**config.mk**
```make
export PLATFORM = sky130hd
export DESIGN_NAME = register_file
export DESIGN_NICKNAME = d
export VERILOG_FILES = /design/src/rtl/register_file.sv
export SDC_FILE = /design/constraint.sdc
export NUM_CORES = 2
export LEC_CHECK = 0
export CORE_UTILIZATION = 35
export CTS_CLUSTER_DIAMETER = 30
export DETAILED_ROUTE_END_ITERATION = 8
export PLACE_DENSITY = 0.48
export SLEW_MARGIN = 20
export SYNTH_ARGS = -nofsm -noshare
export SYNTH_HDL_FRONTEND = slang
export SYNTH_SLANG_ARGS = --single-unit
```
**constraint.sdc**
```tcl
create_clock -name clk_i -period 5.8 [get_ports clk_i]
set_clock_uncertainty 0.05 [all_clocks]
set_input_delay 0.87 -clock clk_i [delete_from_list [all_inputs] [get_ports clk_i]]
set_output_delay 0.87 -clock clk_i [all_outputs]
set_load 0.005 [all_outputs]
```
**src/rtl/register_file.sv**
```systemverilog
// rtl/register_file.sv - 2**ADDR_W x DATA_W register file, two async read ports, top index hardwired to zero
// Optional write-through forwarding on the read ports when REGFILE_WRITE_BYPASS_EN is defined.
module register_file #(
  parameter int DATA_W = 32,
  parameter int ADDR_W = 5
) (
  input  logic              clk_i,
  input  logic              rst_ni,
  input  logic [ADDR_W-1:0] w_add_i,
  input  logic [DATA_W-1:0] w_dat_i,
  input  logic              write_en_i,
  input  logic [ADDR_W-1:0] a_add_sel,
  input  logic [ADDR_W-1:0] b_add_sel,
  output logic [DATA_W-1:0] r_port_a_o,
  output logic [DATA_W-1:0] r_port_b_o
);

  localparam int NREG = 2 ** ADDR_W;
  localparam logic [ADDR_W-1:0] ZERO_IDX = '1;

  // Only the writable registers are stored; the top index never gets a flop.
  logic [DATA_W-1:0] store [NREG-1];
  logic              wr_ok;

  assign wr_ok = write_en_i && (w_add_i != ZERO_IDX);

  for (genvar i = 0; i < NREG - 1; i++) begin : g_reg
    always_ff @(posedge clk_i or negedge rst_ni) begin
      if (!rst_ni) begin
        store[i] <= '0;
      end else if (wr_ok && (w_add_i == ADDR_W'(i))) begin
        store[i] <= w_dat_i;
      end
    end
  end

  always_comb begin
    r_port_a_o = '0;
    r_port_b_o = '0;
    if (a_add_sel != ZERO_IDX) r_port_a_o = store[a_add_sel];
    if (b_add_sel != ZERO_IDX) r_port_b_o = store[b_add_sel];
`ifdef REGFILE_WRITE_BYPASS_EN
    // Forwarding is suppressed during reset so the ports still read zero.
    if (rst_ni && wr_ok && (a_add_sel == w_add_i)) r_port_a_o = w_dat_i;
    if (rst_ni && wr_ok && (b_add_sel == w_add_i)) r_port_b_o = w_dat_i;
`endif
  end

endmodule

```
Word-level counts from Yosys, hierarchy flattened
Cells that the tools add are included.

cells by class
  muxes and demuxes = 8
  magnitude comparators = 2
  eq/ne operators = 33
  bitwise gates (word level) = 2
  reduce and logical (&&, ||, !) cells = 33

operators by type and width
  cell                count
  $bmux 32 s5         2
  $mux 32             6
  $eq 5x5->1 const B  15
  $eq 5x4->1 const B  8
  $logic_and 1x1->1   32
  $eq 5x3->1 const B  4
  $ne 5x5->1 const B  3
  $ge 6x6->1 const B  2
  $not 5->6           2
  $eq 5x2->1 const B  2
  $eq 5x1->1 const B  1
  $logic_not 5->1     1

word-level totals
  flip-flop bits (word level) = 992
  word-level logic and storage cells = 109

Longest topological paths before layout
  word-level depth = 5
  depth in mapped cells = 9
  mapped depth without buffers = 5

Worst setup path after synthesis
Ideal clock, no wire load.

  kind = input port to output port
  from = input port b_add_sel[0]
  to = output port r_port_b_o[11]
  path buffers = 3
  cell stages on the path = 6
  slack = 2.613 ns
  data required time = 4.880 ns
  data arrival time = 2.267 ns
  cell sequence = buf_4 -> buf_6 -> buf_2 -> mux4_2 -> or2_1 -> o2111a_1

on the way
  word-level cells in the longest chain between the ends = 5

RTL lines
  element                                      line  source
  from (decl)                                  13    input logic [ADDR_W-1:0] b_add_sel,
  $not 5->6 (implied by the code)              41    if (b_add_sel != ZERO_IDX) r_port_b_o = store[b_add_sel];
  $bmux 32 s5                                  41
  $mux 32 (implied by the code) (2 in series)  41
  $mux 32 (*)                                  41
  to (decl)                                    15    output logic [DATA_W-1:0] r_port_b_o

Every way passes the cells marked *; elsewhere a longest branch is shown, timed or not. The select of a mux whose other input is x is not followed.

Final worst setup path
  from = input port a_add_sel[0]
  to = output port r_port_a_o[30]

on the way
  word-level cells in the longest chain between the ends = 5

RTL lines
  element                                      line  source
  from (decl)                                  12    input logic [ADDR_W-1:0] a_add_sel,
  $not 5->6 (implied by the code)              40    if (a_add_sel != ZERO_IDX) r_port_a_o = store[a_add_sel];
  $bmux 32 s5                                  40
  $mux 32 (implied by the code) (2 in series)  40
  $mux 32 (*)                                  40
  to (decl)                                    14    output logic [DATA_W-1:0] r_port_a_o,

Marks and branches as above.

==> impl_metrics.toml <==
[sta]
max_slew_margin = 0.250
final.setup.tns_ns = 0
finalSetupViolCount = 0
rsz0062_at_grt = "false"
finalHoldViolations = 0
holdWs_ns = 0.455
finalWorstPathRequiredPeriod_ns = 5.19
tightest_slew_ns = 1.12
fin_crit_sh = 0.895
drv_slew = 0
max_freq_mhz = 193

[layout]
final_cell_mix = "mux2_2, dfrtp_1, mux4_2"
nNetsFinal = 4013
final_common_cell = "mux2_2"
largest_register_ffs = 992
fin_cells = 6186
largest-register = "store"
drive_gt1_frac = 0.498
reg_top3 = "store: 992 flops"
syn_to_final_growth_pct = 23.1

[clock_tree]
root_buffer = "clkbuf_16"
cts_setup_buffers = 0
cts-hold-fix-buffers = 1
cts.repair.resized = 0
cts.sinks = 992
cts_tree = "yes"
htreeDepth = 5
cts.clk_slew.worst_paths_ns = 0.04
numCtsBuffers = 276
clockBufferDepth = 4
insertion_delay_ns = 0.87

[critical_path]
path_max_fanout = 44
required_ns = 4.88
end_kind = "output pin"
cp.arrival_ns = 4.27
path_class = "primary input to output pin"
crit_path_start_kind = "primary input"

[detailed_routing]
drt-total-wl_um = 200000
dr_wl_met2_um = 91300
vias_per_cell = 5.91
vias = 36500
post_drt_wl_per_cell_um = 32.3
final_antenna_net_count = 0
drtIter0Drc = 2788
wl_met3_um = 11100
drt-met1-wl_um = 92700
drc = 0
first_pass_iters = 5
highest_layer = "met5"

[logic_synthesis]
ys_seq_area_frac = 0.460
synth_edf_count = 0
synth_ff_type = "dfrtp_1"
yosysWarnings = 0
syn-cell-area_mm2 = 0.0540
ys_ff_latch = 992
synth_fp_nets = 3869
synth_async_sr_flop_share = 1.00
syn_inst = 3819
avgSynthCellArea_um2 = 14.1
ys_types = 44

[place]
dp.cells = 5714
port_buffers = 113
gp_congestion = 0.786
dp_hpwl_um = 119000

[floorplanning]
initial_core_util = 0.354
die_area_mm2 = 0.156
die_h_um = 395
ios = 114
fp.dieW_um = 395
num_rows = 143
core_area_mm2 = 0.153

[global_routing]
antenna_found_initial = 19
grt_pass1_vias = 38200
grt_pass1_wl_um = 289000
grt_util_all_layers = 0.257
grt_max_degree = 135
grt_overflow = 0

[pwr]
ir_worst_vdd_uv = 352
cellPowerDensity_mw_per_mm2 = 430
leakagePower_uw = 0.0288
total_power_uw = 28500

[run]
maxCapViolCount = 0

[min_path]
hp-class = "flop to flop"

[status]
status = "complete, no violations"
[critical path, stage by stage]
cell and delay [ns]:
buf_8 0.42, nor2b_4 0.56, buf_12 0.26, a2bb2oi_1 0.09, a21oi_1 0.64, o22ai_1 0.47
nor2_1 0.32, clkdlybuf4s50_1 0.54
[cell type report]
class                           instances  area (µm²)
Multi-Input combinational cell       2420       27300
Clock buffer                          391        8030
Sequential cell                       992       24800
Clock inverter                         73         988
Fill cell                           13900       86200
Timing Repair Buffer                  273        2720
Tap cell                             2030        2540
Antenna cell                            7        17.5
[stage by stage]
stage                     setup WS, ns  utilization  cell area, µm²
after floorplan                   2.61            -           54000
after global placement           0.592        0.377           57500
after detailed placement         0.602        0.377           57500
after CTS                        0.628        0.436           66500
after global routing             0.369        0.435           66400
final                            0.609        0.435           66400
[metal layers]
metal | up-vias | GRT usage
met5 | - | 0
met2 | 1233 | 0.396
met1 | 20000 | 0.373
met3 | 307 | 0.0432
met4 | 2 | 0.0725
li1 | 15000 | -
[final timing paths]
path / depth (start not counted) / slack, ns / endpoint / startpoint
setup / recovery: 8 / 0.61 / r_port_a_o[30] / a_add_sel[0]
hold / removal: 1 / 0.45 / store[89] / store[89]
setup reg to reg: 1 / 4.94 / store[86] / store[86]
hold reg to reg: 1 / 0.45 / store[89] / store[89]
max in group asynchronous: 3 / 3.71 / store[991] / rst_ni
min in group asynchronous: 2 / 0.59 / store[822] / rst_ni
[report_power, final]
group          leakage, µW  internal, µW  total (µW)  switching (µW)
Combinational       0.0116          2550        4480            1930
Sequential          0.0127          8310        9300             991
Clock              0.00445         10500       14800            4300
[synthesized netlist by cell type, types with 4 or more instances]
library cell,instances,area [µm²]
a211oi_1,65,488
a21o_1,48,360
a21oi_1,111,556
a221oi_1,30,263
a311oi_1,14,123
buf_1,16,60.1
buf_2,159,796
buf_4,41,308
buf_6,25,282
buf_8,4,60.1
clkbuf_1,160,601
dfrtp_1,992,24800
mux2_1,57,642
mux2_2,1062,12000
mux2i_1,227,2270
mux4_2,320,7210
nand2_1,48,180
nand2b_1,8,50.1
nor2_1,65,244
nor2b_1,72,450
nor3_2,4,40.0
nor4_1,16,100
o2111a_1,16,180
o211ai_1,16,120
o21ai_0,32,160
o221ai_1,17,149
o22a_1,32,280
o22ai_1,64,400
o2bb2ai_1,16,140
o31ai_1,13,97.6
o31ai_2,19,238
or2_1,14,87.6
or2_2,18,113
[logic make-up (layout without fill, tap and decap cells)]
| group | Yosys count | after routing | synth area share |
|---|---|---|---|
| muxes | 1666 | 1666 | 0.409 |
| DFF | 992 | 992 | 0.460 |
| AOI/OAI and AO/OA | 496 | 496 | 0.0663 |
| buffers and inverters | 407 | 737 | 0.0395 |
| and+or+nand+nor | 258 | 258 | 0.0255 |
| other | 0 | 7 | 0 |
(Power assumes the default switching activity.)
